===== config.mk =====
export PLATFORM = sky130hd
export DESIGN_NAME = ram_wb_arbiter
export DESIGN_NICKNAME = d
export VERILOG_FILES = /design/src/rtl/ram_wb_arbiter.sv
export SDC_FILE = /design/constraint.sdc
export NUM_CORES = 1
export LEC_CHECK = 0
export ABC_AREA = 1
export CORE_AREA = 2 2 104 106
export CTS_CLUSTER_SIZE = 24
export DETAILED_ROUTE_END_ITERATION = 16
export DIE_AREA = 0 0 106 108
export DONT_BUFFER_PORTS = 1
export GPL_ROUTABILITY_DRIVEN = 1
export MAX_ROUTING_LAYER = met4
export PLACE_DENSITY = 0.38
export SLEW_MARGIN = 25
export SYNTH_ARGS = -nofsm -noshare
export SYNTH_HDL_FRONTEND = slang
export SYNTH_SLANG_ARGS = --single-unit

===== constraint.sdc =====
create_clock -name clk_i -period 1.6 [get_ports clk_i]
set_input_delay 0.32 -clock clk_i [delete_from_list [all_inputs] [get_ports clk_i]]
set_output_delay 0.32 -clock clk_i [all_outputs]
set_load 0.05 [all_outputs]

===== src/rtl/ram_wb_arbiter.sv =====
`timescale 1ns/1ps
`default_nettype none
// ============================================================================
// Module      : ram_wb_arbiter
// Description : Two-master Wishbone arbiter in front of a single-port RAM
//               slave. m0 is the instruction-fetch master and m1 the data
//               master. The bus is granted for a whole Wishbone cycle
//               (classic or incrementing burst). Simultaneous requests are
//               resolved round-robin. A wait-state watchdog answers a hung
//               access with a one-cycle err pulse.
// Ports       : clk_i, rst_i (async, active-high)
//               mN_*_i  : master N request (dat, adr, we, cyc, stb, sel, cti)
//               mN_*_o  : master N response (dat, ack, err)
//               s_*_o   : slave-side request
//               s_dat_i, s_ack_i : slave response
// Revision    : 1.0 - initial release
// ============================================================================
module ram_wb_arbiter #(
    parameter int ADR_WIDTH = 16,
    parameter int TIMEOUT   = 255
) (
    input  logic                   clk_i,
    input  logic                   rst_i,

    input  logic [31:0]            m0_dat_i,
    input  logic [ADR_WIDTH-1:2]   m0_adr_i,
    input  logic                   m0_we_i,
    input  logic                   m0_cyc_i,
    input  logic                   m0_stb_i,
    input  logic [3:0]             m0_sel_i,
    input  logic [2:0]             m0_cti_i,
    output logic [31:0]            m0_dat_o,
    output logic                   m0_ack_o,
    output logic                   m0_err_o,

    input  logic [31:0]            m1_dat_i,
    input  logic [ADR_WIDTH-1:2]   m1_adr_i,
    input  logic                   m1_we_i,
    input  logic                   m1_cyc_i,
    input  logic                   m1_stb_i,
    input  logic [3:0]             m1_sel_i,
    input  logic [2:0]             m1_cti_i,
    output logic [31:0]            m1_dat_o,
    output logic                   m1_ack_o,
    output logic                   m1_err_o,

    output logic [31:0]            s_dat_o,
    output logic [ADR_WIDTH-1:2]   s_adr_o,
    output logic                   s_we_o,
    output logic [3:0]             s_sel_o,
    output logic                   s_cyc_o,
    output logic                   s_stb_o,
    output logic [2:0]             s_cti_o,
    input  logic [31:0]            s_dat_i,
    input  logic                   s_ack_i
);

    localparam logic [2:0] c_CTI_EOB = 3'b111;
    localparam logic [7:0] c_TIMEOUT = 8'(TIMEOUT);

    typedef enum logic [1:0] {
        IDLE = 2'd0,
        GNT0 = 2'd1,
        GNT1 = 2'd2
    } state_t;

    state_t     r_state;
    logic       r_last;     // last granted master, decides ties
    logic [7:0] r_cnt;      // consecutive unacknowledged strobe cycles

    logic w_gnt0;
    logic w_gnt1;
    logic w_cur_cyc;
    logic w_timeout;

    assign w_gnt0    = (r_state == GNT0);
    assign w_gnt1    = (r_state == GNT1);
    assign w_cur_cyc = w_gnt1 ? m1_cyc_i : m0_cyc_i;

    // ------------------------------------------------------------------------
    // Slave request mux. Outside a grant the bus is parked with cti = 111 so
    // that a RAM still bursting for an aborted master stops acknowledging.
    // ------------------------------------------------------------------------
    always_comb begin
        s_dat_o = '0;
        s_adr_o = '0;
        s_we_o  = 1'b0;
        s_sel_o = '0;
        s_cyc_o = 1'b0;
        s_stb_o = 1'b0;
        s_cti_o = c_CTI_EOB;
        if (w_gnt0) begin
            s_dat_o = m0_dat_i;
            s_adr_o = m0_adr_i;
            s_we_o  = m0_cyc_i & m0_we_i;
            s_sel_o = m0_sel_i;
            s_cyc_o = m0_cyc_i;
            s_stb_o = m0_cyc_i & m0_stb_i;
            s_cti_o = m0_cti_i;
        end else if (w_gnt1) begin
            s_dat_o = m1_dat_i;
            s_adr_o = m1_adr_i;
            s_we_o  = m1_cyc_i & m1_we_i;
            s_sel_o = m1_sel_i;
            s_cyc_o = m1_cyc_i;
            s_stb_o = m1_cyc_i & m1_stb_i;
            s_cti_o = m1_cti_i;
        end
    end

    // s_stb_o is already zero outside a grant, so no state term is needed.
    assign w_timeout = s_stb_o & (r_cnt == c_TIMEOUT);

    // Read data is broadcast; only ack/err qualify which master owns it.
    assign m0_dat_o = s_dat_i;
    assign m1_dat_o = s_dat_i;
    assign m0_ack_o = w_gnt0 & s_ack_i;
    assign m1_ack_o = w_gnt1 & s_ack_i;
    assign m0_err_o = w_gnt0 & w_timeout;
    assign m1_err_o = w_gnt1 & w_timeout;

    // ------------------------------------------------------------------------
    // Grant FSM and watchdog. A grant always returns through IDLE, which
    // gives the other master a slot and parks the slave between cycles.
    // ------------------------------------------------------------------------
    always_ff @(posedge clk_i or posedge rst_i) begin
        if (rst_i) begin
            r_state <= IDLE;
            r_last  <= 1'b1;    // m0 wins the first tie
            r_cnt   <= '0;
        end else begin
            case (r_state)
                IDLE: begin
                    r_cnt <= '0;
                    if (m0_cyc_i && (!m1_cyc_i || r_last)) begin
                        r_state <= GNT0;
                        r_last  <= 1'b0;
                    end else if (m1_cyc_i) begin
                        r_state <= GNT1;
                        r_last  <= 1'b1;
                    end
                end
                GNT0, GNT1: begin
                    if (!w_cur_cyc) begin
                        r_state <= IDLE;
                        r_cnt   <= '0;
                    end else if (w_timeout || !s_stb_o || s_ack_i) begin
                        // Restart the count after an err so it repeats
                        // every TIMEOUT+1 strobe cycles while the grant holds.
                        r_cnt <= '0;
                    end else begin
                        r_cnt <= r_cnt + 8'd1;
                    end
                end
                default: begin
                    r_state <= IDLE;
                    r_cnt   <= '0;
                end
            endcase
        end
    end

endmodule
`default_nettype wire

==> run summary <==
sequential share of the synthesized area -> 0.165
length in cells of the worst reg-to-reg path -> 8
count of buffers inserted at the top-level ports -> 0
R2R Setup Slk -> 40 ps
kind of end point of the critical path -> primary output
leading area contributor after synthesis -> sky130_fd_sc_hd__buf_4
DRC violations left -> 0
Pre-Repair DR Iteration Count -> 4
fraction of final layout cells with drive strength greater than 1 -> 0.658
first-pass GRT wire length -> 8070 um
number of enable-type register cells in the synthesized netlist -> 0
most common library cells after synthesis -> sky130_fd_sc_hd__buf_4 (65), sky130_fd_sc_hd__a22o_1 (50), sky130_fd_sc_hd__nand2_1 (21)
syn_area_per_cell -> 7.71 um2
antenna-violating nets left -> 0
Top FF cell, synth -> sky130_fd_sc_hd__dfrtp_1
Setup crit start kind -> flip-flop
vias after detailed routing -> 1399
source-to-sink clock delay at the later pin of the worst-skew pair -> 230 ps
endpoint required time on the critical path -> 1280 ps
Synth Instances -> 217
horizontal die dimension -> 106 um
Placed Instance Area -> 0.00200 mm2
yosys warns -> 0
critical path class -> reg2out
io pins -> 271
max-slew violation count -> 0
Cell Rows -> 37
TritonCTS clock tree -> done
filler instances -> 1109
Antenna Cells -> 0
count of distinct cell types in the synthesized netlist -> 24
maximum single-stage delay on the critical path -> 380 ps
number of hold violations in the final report -> 0
vias in the first global route -> 1315
Max VDD drop -> 0.812 mV
synth-to-layout area growth -> 43.8%
worst slack at placement -> -178 ps
residual overflow from global routing -> 0
Mapped Nets -> 368
die area -> 0.0114 mm2
P_leak -> 1.07 nW
routability-driven placement congestion ratio -> 0.749
post-CTS clock slew at the launch and capture registers of the worst setup and hold paths -> 50 ps
class of the tightest hold or removal check -> in2reg
worst max-slew margin expressed relative to the limit -> 0.713
async set-or-reset flop fraction in the synthesized netlist -> 1.00
maximum clock skew at final layout -> 0.762 ps
number of clock sinks -> 11
Max FO, Critical Path -> 7
routed vias/inst -> 4.33
launch instance of the worst min-delay path -> m1_cyc_i
Min Clock Period, post-route -> 2020 ps
unrepaired setup endpoints after global routing -> true
fmax -> 496 MHz
cell types occupying the most area after synthesis -> sky130_fd_sc_hd__buf_4 (29%), sky130_fd_sc_hd__a22o_1 (26%), sky130_fd_sc_hd__dfrtp_1 (15%), sky130_fd_sc_hd__nand2_1 (4.7%), sky130_fd_sc_hd__nor2_1 (3.4%)
FF/Latch Area -> 277 um2
largest net degree at the start of global routing -> 19
setup-violating endpoint count in the final report -> 60
number of antenna violations at the first check in global routing -> 0
power density over cell area -> 2350 mW/mm2
area fraction of the dominant cell type after synthesis -> 0.292
capture point of the worst reg-to-reg path -> r_cnt[7]$_DFF_PP0_
GRT Overall Usage -> 0.0964
number of maximum-capacitance violations -> 0
worst-margin pin slew -> 430 ps
flop and latch count out of synthesis -> 11
cell-by-cell listing of the critical path -> buf_6 -> ha_4 -> inv_4 -> nor2_8 -> buf_12 -> buf_4 -> buf_6 -> a22o_4
nets@finish -> 339
final non-filler cell area -> 0.00241 mm2
buffer type at the clock tree root -> sky130_fd_sc_hd__clkbuf_8
Pwr Total -> 5.65 mW
violations in the final reports -> setup timing
hold path cells -> 2
WL/cell -> 19.6 um
most frequent cell on the critical path -> sky130_fd_sc_hd__buf_6
area of the multi-input gates -> 0.00139 mm2
cell family with most CP delay -> buffers and inverters
Crit Reg-Reg Startpoint -> r_state[1]$_DFFE_PP0P_
total routed wirelength -> 6340 um
worst hold slack after final layout -> 261 ps
Initial Utilization -> 0.164
area of the mapped netlist -> 0.00167 mm2
HPWL after detailed placement -> 5300 um
final core utilization -> 0.235
final worst path period share -> 1.26
Worst path slowest cell -> sky130_fd_sc_hd__dfrtp_1
Chip Height -> 108 um
Hold Path End -> r_last$_DFFE_PP1P_
Worst Setup Slack, final -> -416 ps
Num CTS Buffers -> 3
Crit path arrival time -> 1700 ps
buffer depth of the longest clock path -> 2
Placeable Area -> 0.0102 mm2
initial DRC count -> 50
CTS H-tree lvls -> 1
CP bufs+invs -> 5
result of the run -> finished with violations
leading cell type by number of instances after synthesis -> sky130_fd_sc_hd__buf_4
[state kept, by name, summed over array words and instances, names as in the netlist]
| register | cells |
|---|---|
| r_last | 1 |
| r_cnt | 8 |
| r_state | 2 |
[cells by family after synthesis]
logic type | count (synthesis) | synth area share
simple gates | 46 | 0.126
buf+inv | 91 | 0.354
flops | 11 | 0.165
fa+ha+maj | 4 | 0.0299
xor+xnor | 3 | 0.0157
compound gates | 62 | 0.309
[worst max path at each step]
| stage | start | end | slack, ps | depth (start not counted) |
|---|---|---|---|---|
| 2_1_floorplan | r_state[1]$_DFFE_PP0P_ | m0_err_o | -280 | 8 |
| 3_3_place_gp | r_state[1]$_DFFE_PP0P_ | s_adr_o[3] | -150 | 5 |
| 3_5_place_dp | r_state[1]$_DFFE_PP0P_ | s_adr_o[3] | -180 | 5 |
| 4_1_cts | r_state[0]$_DFFE_PP0P_ | s_cyc_o | -400 | 8 |
| 5_1_grt | r_state[1]$_DFFE_PP0P_ | m0_err_o | -490 | 7 |
| 6_report | r_state[1]$_DFFE_PP0P_ | s_dat_o[14] | -420 | 8 |
[routing by layer]
layer,GRT usage,share of wire,vias up
li1,-,-,636
met1,0.114,0.38,642
met2,0.156,0.51,111
met3,0.0398,0.098,10
met4,0.0160,0.015,0
met5,-,0,-
[power breakdown]
part	internal [mW]	leakage [nW]	total [mW]	switching, mW
Sequential	0.324	0.148	0.350	0.0263
Clock	0.174	0.0228	0.273	0.0982
Combinational	1.80	0.895	5.02	3.22
Total	2.30	1.07	5.65	3.34
[worst register-to-register path, cell delays in order (launching register included)]
cell and delay, ps:
sky130_fd_sc_hd__dfrtp_1 380, sky130_fd_sc_hd__inv_1 110, sky130_fd_sc_hd__ha_4 190, sky130_fd_sc_hd__buf_4 140, sky130_fd_sc_hd__nand3_1 110, sky130_fd_sc_hd__nand2_4 110
sky130_fd_sc_hd__buf_8 160, sky130_fd_sc_hd__nand3_4 160, sky130_fd_sc_hd__nor2_2 140
[metrics by stage]
| stage | cells | setup TNS (ps) |
|---|---|---|
| final | 323 | -19670 |
| after floorplan | 217 | -4690 |
| after detailed placement | 306 | -8720 |
| after CTS | 313 | -20050 |
| after global routing | 323 | -23900 |
| after global placement | 306 | -7100 |
[timing repair]
| action | in CTS | in global routing |
|---|---|---|
| endpoints found under the setup margin | 68 | 68 |
| hold endpoints to repair | 10 | 0 |
| hold buffers | 1 | 0 |
| pin swaps | 1 | 15 |
| gates resized for setup | 22 | 30 |
| setup buffers | 2 | 12 |
[cell type report]
cell class                      instances  area share
Timing Repair Buffer                   41       0.189
Tap cell                              136      0.0707
Clock buffer                            4      0.0187
Inverter                               16      0.0307
Multi-Input combinational cell        115       0.576
Sequential cell                        11       0.115
[cell usage in the layout, fill, tap and decap left out, types with 2 or more instances in the layout]
| cell | instances |
|---|---|
| sky130_fd_sc_hd__nor2_2 | 5 |
| sky130_fd_sc_hd__buf_12 | 7 |
| sky130_fd_sc_hd__nand3_1 | 4 |
| sky130_fd_sc_hd__nor2_4 | 2 |
| sky130_fd_sc_hd__a22o_4 | 50 |
| sky130_fd_sc_hd__buf_8 | 2 |
| sky130_fd_sc_hd__clkbuf_8 | 3 |
| sky130_fd_sc_hd__o21ai_0 | 3 |
| sky130_fd_sc_hd__inv_1 | 10 |
| sky130_fd_sc_hd__inv_2 | 2 |
| sky130_fd_sc_hd__nor2_1 | 8 |
| sky130_fd_sc_hd__nand2_1 | 19 |
| sky130_fd_sc_hd__buf_6 | 11 |
| sky130_fd_sc_hd__nand3_4 | 2 |
| sky130_fd_sc_hd__nand3_2 | 2 |
| sky130_fd_sc_hd__buf_4 | 20 |
| sky130_fd_sc_hd__nand2_4 | 2 |
| sky130_fd_sc_hd__a21oi_1 | 2 |
| sky130_fd_sc_hd__xnor2_1 | 2 |
| sky130_fd_sc_hd__ha_1 | 2 |
| sky130_fd_sc_hd__clkinvlp_4 | 3 |
| sky130_fd_sc_hd__dfrtp_1 | 10 |
| sky130_fd_sc_hd__o22a_4 | 3 |
| sky130_fd_sc_hd__ha_4 | 2 |
(Power assumes the default switching activity.)
